<file path="config.mk">
export PLATFORM = sky130hd
export DESIGN_NAME = heartbeat_measure_ctrl
export DESIGN_NICKNAME = d
export VERILOG_FILES = /design/src/rtl/heartbeat_measure_ctrl.sv
export SDC_FILE = /design/constraint.sdc
export NUM_CORES = 1
export LEC_CHECK = 0
export CELL_PAD_IN_SITES_DETAIL_PLACEMENT = 1
export CELL_PAD_IN_SITES_GLOBAL_PLACEMENT = 2
export CORE_UTILIZATION = 29
export DETAILED_ROUTE_END_ITERATION = 6
export GPL_TIMING_DRIVEN = 0
export PLACE_DENSITY = 0.75
export SYNTH_ARGS = -nofsm -noshare
export SYNTH_HDL_FRONTEND = slang
export SYNTH_SLANG_ARGS = --single-unit
</file>
<file path="constraint.sdc">
create_clock -name clk -period 2.15 [get_ports clk]
set_input_delay 0.43 -clock clk [delete_from_list [all_inputs] [get_ports clk]]
set_output_delay 0.43 -clock clk [all_outputs]
set_load 0.1 [all_outputs]
</file>
<file path="src/rtl/heartbeat_measure_ctrl.sv">
// Beat-period measurement controller: pulse sync, ms-tick period timer, EPROM BPM lookup,
// LED/buzzer timing and rate/no-signal alarm. Define HB_ALARM_LATCH_EN for a latched alarm.
module heartbeat_measure_ctrl #(
  parameter int CNT_W        = 11,
  parameter int CLK_PER_TICK = 50000,
  parameter int LED_MS       = 100,
  parameter int MIN_PERIOD   = 250,
  parameter int MAX_PERIOD   = 2000,
  parameter int BPM_LO       = 50,
  parameter int BPM_HI       = 150
) (
  input  logic             clk,
  input  logic             rst,
  input  logic             heart_pulse,
  input  logic             mute,
  input  logic             stop_buzzer,
  output logic [CNT_W-1:0] lut_addr,
  output logic             lut_rd,
  input  logic [10:0]      lut_data,
  output logic [7:0]       bpm,
  output logic             bpm_valid,
  output logic             led,
  output logic             buzzer,
  output logic             alarm,
  output logic             no_signal,
  output logic             artifact,
  output logic [1:0]       fsm_state   // debug: 0 IDLE, 1 COUNT, 2 LOOKUP, 3 LOST
);

  localparam int PRE_W = (CLK_PER_TICK > 1) ? $clog2(CLK_PER_TICK) : 1;
  localparam int LED_W = $clog2(LED_MS + 1);

  typedef enum logic [1:0] {
    S_IDLE   = 2'd0,
    S_COUNT  = 2'd1,
    S_LOOKUP = 2'd2,
    S_LOST   = 2'd3
  } state_t;

  state_t           state, state_nxt;
  logic             s1, s2, s3, beat;
  logic [PRE_W-1:0] pre_cnt;
  logic             tick;
  logic [CNT_W-1:0] period_cnt;
  logic             at_max, period_ok;
  logic [LED_W-1:0] led_cnt;
  logic             accept, start, reject, go_lost;
  logic             alarm_cond;

  always_ff @(posedge clk) begin
    if (rst) begin
      s1 <= 1'b0;
      s2 <= 1'b0;
      s3 <= 1'b0;
    end else begin
      s1 <= heart_pulse;
      s2 <= s1;
      s3 <= s2;
    end
  end

  assign beat = s2 & ~s3;

  always_ff @(posedge clk) begin
    if (rst || tick) pre_cnt <= '0;
    else             pre_cnt <= pre_cnt + PRE_W'(1);
  end

  assign tick      = (pre_cnt == PRE_W'(CLK_PER_TICK - 1));
  assign at_max    = (period_cnt == CNT_W'(MAX_PERIOD));
  assign period_ok = (period_cnt >= CNT_W'(MIN_PERIOD));

  always_ff @(posedge clk) begin
    if (rst) state <= S_IDLE;
    else     state <= state_nxt;
  end

  // A beat that coincides with the saturated counter is still accepted.
  always_comb begin
    state_nxt = state;
    case (state)
      S_IDLE, S_LOST: if (beat) state_nxt = S_COUNT;
      S_COUNT: begin
        if (beat && period_ok) state_nxt = S_LOOKUP;
        else if (at_max)       state_nxt = S_LOST;
      end
      S_LOOKUP: state_nxt = S_COUNT;
      default:  state_nxt = S_IDLE;
    endcase
  end

  always_comb begin
    accept  = 1'b0;
    start   = 1'b0;
    reject  = 1'b0;
    go_lost = 1'b0;
    case (state)
      S_IDLE, S_LOST: start = beat;
      S_COUNT: begin
        accept  = beat & period_ok;
        reject  = beat & ~period_ok;
        go_lost = ~beat & at_max;
      end
      S_LOOKUP: reject = beat;
      default: ;
    endcase
  end

  always_ff @(posedge clk) begin
    if (rst || accept || start)
      period_cnt <= '0;
    else if (tick && (state == S_COUNT || state == S_LOOKUP) && !at_max)
      period_cnt <= period_cnt + CNT_W'(1);
  end

  always_ff @(posedge clk) begin
    if (rst)                      led_cnt <= '0;
    else if (accept || start)     led_cnt <= LED_W'(LED_MS);
    else if (tick && led_cnt != '0) led_cnt <= led_cnt - LED_W'(1);
  end

  always_ff @(posedge clk) begin
    if (rst) begin
      lut_addr  <= '0;
      lut_rd    <= 1'b0;
      artifact  <= 1'b0;
      bpm       <= '0;
      bpm_valid <= 1'b0;
      no_signal <= 1'b0;
    end else begin
      lut_rd   <= accept;
      artifact <= reject;
      if (accept) lut_addr <= period_cnt;
      if (state == S_LOOKUP) begin
        bpm       <= (|lut_data[10:8]) ? 8'd255 : lut_data[7:0];
        bpm_valid <= 1'b1;
      end
      if (go_lost) begin
        no_signal <= 1'b1;
        bpm_valid <= 1'b0;
      end
      if (start) no_signal <= 1'b0;
    end
  end

  assign alarm_cond = no_signal | (bpm_valid & ((bpm < 8'(BPM_LO)) | (bpm > 8'(BPM_HI))));

`ifdef HB_ALARM_LATCH_EN
  // Held until acknowledged while the condition has cleared.
  always_ff @(posedge clk) begin
    if (rst)                        alarm <= 1'b0;
    else if (alarm_cond)            alarm <= 1'b1;
    else if (stop_buzzer)           alarm <= 1'b0;
  end
`else
  logic unused_stop_buzzer;
  assign unused_stop_buzzer = stop_buzzer;

  always_ff @(posedge clk) begin
    if (rst) alarm <= 1'b0;
    else     alarm <= alarm_cond;
  end
`endif

  assign led       = (led_cnt != '0);
  assign buzzer    = ~mute & (led | alarm);
  assign fsm_state = state;

endmodule

</file>
==> summary.txt <==
Run status -> complete, but fails checks
Violated checks -> setup timing
Fmax achieved -> 455 MHz
Pin count of the biggest net entering global routing -> 12
Final Max Slew Viols -> 0
Final worst slack -> -0.0489 ns
Register share of total power -> 0.433
Max clock buf depth -> 2
Post-synthesis register bit count -> 63
Total CTS buffers -> 9
Synth Cell Area -> 2830 µm²
Fraction of power spent switching nets -> 0.240
Max FO, Critical Path -> 5
Met1 Use GR -> 0.218
Vias/cell -> 5.21
Required @ worst endpoint -> 2.42 ns
Max Cap Viol -> 0
DP HPWL -> 5.66 mm
Critical path endpoint category -> register
Detail Route Antenna Nets -> 0
Met2 usage -> 0.277
Reg2reg start -> fsm_state[1]$_SDFFE_PP0P_
CTS tree -> yes
Die Footprint -> 10100 µm²
Placer Congestion -> 0.730
Synth unique cells -> 43
Drt initial violations -> 69
Routed length per instance -> 15.4 µm
Switch Pwr -> 0.000660 W
Layout cells sized above 1 -> 0.220
Synth area leader -> dfxtp_1
Final period util -> 1.02
Critical path startpoint category -> register
Final setup violation count -> 1
Total number of vias -> 2733
Power Density -> 697 nW/µm²
TNS Setup -> -0.0489 ns
Area of the core -> 9330 µm²
Reg2Reg Depth -> 6
Drt first pass iters -> 4
Area occupied by multi-input gates -> 1550 µm²
First-pass GRT wire length -> 13.4 mm
Initial antenna violation count -> 0
Ant. Diodes -> 0
Grt met3 use -> 0.0312
VDD IR max -> 292 µV
H-tree level count -> 3
Vert. Die Dim -> 101 µm
Slew @ Worst Pin -> 0.974 ns
CTS Root Cell -> clkbuf_8
Area Growth Syn to Fin -> 39.5%
Final net count -> 414
Final Hold Viols -> 0
Most frequent cells in the layout -> 52 x dfxtp_1, 27 x o21ai_0, 26 x dlygate4sd2_1
Slew margin rel. -> 0.353
Non-Filler Instances -> 525
Sequential area share after synthesis -> 0.446
Initial core utilization -> 0.303
FF-to-FF End -> period_cnt[2]$_SDFFE_PP0P_
Layout Skew -> 0.0128 ns
Fin crit period -> 2.20 ns
Internal power of the cells -> 0.00209 W
Top_reg_cell synth -> dfxtp_1
Critical Path AT -> 2.47 ns
Most common cell after layout, fill and taps aside -> dfxtp_1
Worst setup path endpoint -> period_cnt[2]$_SDFFE_PP0P_
GR peak layer -> met2
Setup repair after global routing missed its margin -> true
Mapped Nets -> 346
Clock Latency Late Sink -> 0.34 ns
Number of synthesized flops with an enable pin -> 0
Rows -> 35
Vias in the first global route -> 2773
HP Class -> reg2reg
Asr flop ratio synth -> 0
Total Wirelength -> 8.07 mm
Static leakage -> 1.50 nW
Reg clk slew, reported paths -> 0.07 ns
Chip Width -> 101 µm
GRT overflow -> 0
Cell count after synthesis -> 323
Top post-synthesis cells by area -> dfxtp_1 45%, a21oi_1 5.1%, o21ai_0 5.0%
Total power -> 0.00275 W
Clock sink count -> 63
Post-CTS Hold Buffers -> 0
Boundary Pins -> 44
R2R setup slack -> -0.05 ns
Port Buffer Count -> 42
Hold Slack -> 0.464 ns
Comb power frac -> 0.104
Fillcell total -> 1109
Worst Hold Path Cells -> 1
Clock share of power -> 0.463
Average size of a mapped cell -> 8.75 µm²
DRC -> 0
Synth top area share -> 0.446
Syn. warnings -> 0
CP Class -> reg2reg
Crit path from -> fsm_state[1]$_SDFFE_PP0P_
Total track usage -> 0.169
Inst Count DP -> 494
Footprint of the flip-flops and latches -> 1280 µm²
logic make-up after synthesis:
group | synth area share
fa+ha+maj | 0.0310
simple gates | 0.247
flops | 0.446
buf+inv | 0.0469
compound gates | 0.191
xor+xnor | 0.0372
power by group through the flow:
stage               clock, W  combinational, W  sequential (W)
detailed placement         0          0.000232         0.00122
global placement           0          0.000231         0.00122
finish               0.00127          0.000285         0.00119
floorplan                  0          0.000138         0.00124
global route         0.00135          0.000306         0.00119
CTS                  0.00130          0.000277         0.00119
sequential cells by signal, indices dropped and copies added (netlist names):
register and count:
period_cnt 11, s1 1, lut_addr 11, s2 1, artifact 1, bpm_valid 1
lut_rd 1, no_signal 1, alarm 1, pre_cnt 16, led_cnt 7, fsm_state 2
bpm 8, s3 1
Yosys cell counts, drive strengths merged, types with 2 or more instances:
| cell type | instances |
|---|---|
| ha | 7 |
| and3 | 4 |
| nand4bb | 2 |
| nor2 | 27 |
| nand4b | 2 |
| nand2 | 14 |
| a221oi | 2 |
| or4 | 5 |
| a311o | 2 |
| or3 | 14 |
| o21ai | 28 |
| xor2 | 10 |
| o211ai | 4 |
| a21oi | 29 |
| o31ai | 2 |
| nor2b | 4 |
| nand4 | 9 |
| nor4 | 4 |
| nand3 | 22 |
| clkbuf | 19 |
| a31o | 2 |
| inv | 12 |
| nor3 | 2 |
| or4b | 2 |
| o221a | 8 |
| dfxtp | 63 |
| and4 | 9 |
| buf | 2 |
| xnor2 | 2 |
how the worst min path moves through the flow:
stage	startpoint	end	slack, ns
after floorplan	s1$_SDFF_PP0_	s2$_SDFF_PP0_	0.41
after global placement	s1$_SDFF_PP0_	s2$_SDFF_PP0_	0.42
after detailed placement	s1$_SDFF_PP0_	s2$_SDFF_PP0_	0.45
after CTS	pre_cnt[0]$_SDFF_PP0_	pre_cnt[0]$_SDFF_PP0_	0.47
after global routing	s1$_SDFF_PP0_	s2$_SDFF_PP0_	0.48
final	pre_cnt[0]$_SDFF_PP0_	pre_cnt[0]$_SDFF_PP0_	0.46
timing repair:
item                                   in CTS  in global routing
gates resized for setup                    64                 23
endpoints found under the hold margin       0                  0
setup buffers                              15                  1
pin swaps                                  22                 13
setup endpoints to repair                  64                 38
critical path, cell delays in order, from the launching register on:
cell and delay, ns:
dfxtp_4 0.37, ha_4 0.25, nand4b_1 0.21, or4_4 0.57
buf_6 0.15, or4_4 0.48, a21oi_2 0.12
stage by stage:
stage	util	area, µm²	worst slack [ns]
floorplan	-	2890	-0.116
global placement	0.373	3470	-0.622
detailed placement	0.373	3470	-0.629
CTS	0.414	3860	-0.0877
global route	0.423	3940	-0.121
finish	0.423	3940	-0.0489
routing by layer:
metal,wire (µm),part of all wire
met1,3990,0.49
met2,3620,0.45
met3,324,0.040
met4,142,0.018
met5,0,0
cell type report:
| class | instances | area share |
|---|---|---|
| multi-input combinational | 227 | 0.392 |
| sequential | 63 | 0.326 |
| timing repair buffer | 58 | 0.137 |
| clock buffer | 12 | 0.0448 |
| tap | 129 | 0.0410 |
| buffer | 20 | 0.0276 |
| clock inverter | 4 | 0.0187 |
| inverter | 12 | 0.0130 |
No activity file was read; power rests on OpenSTA's default activity.
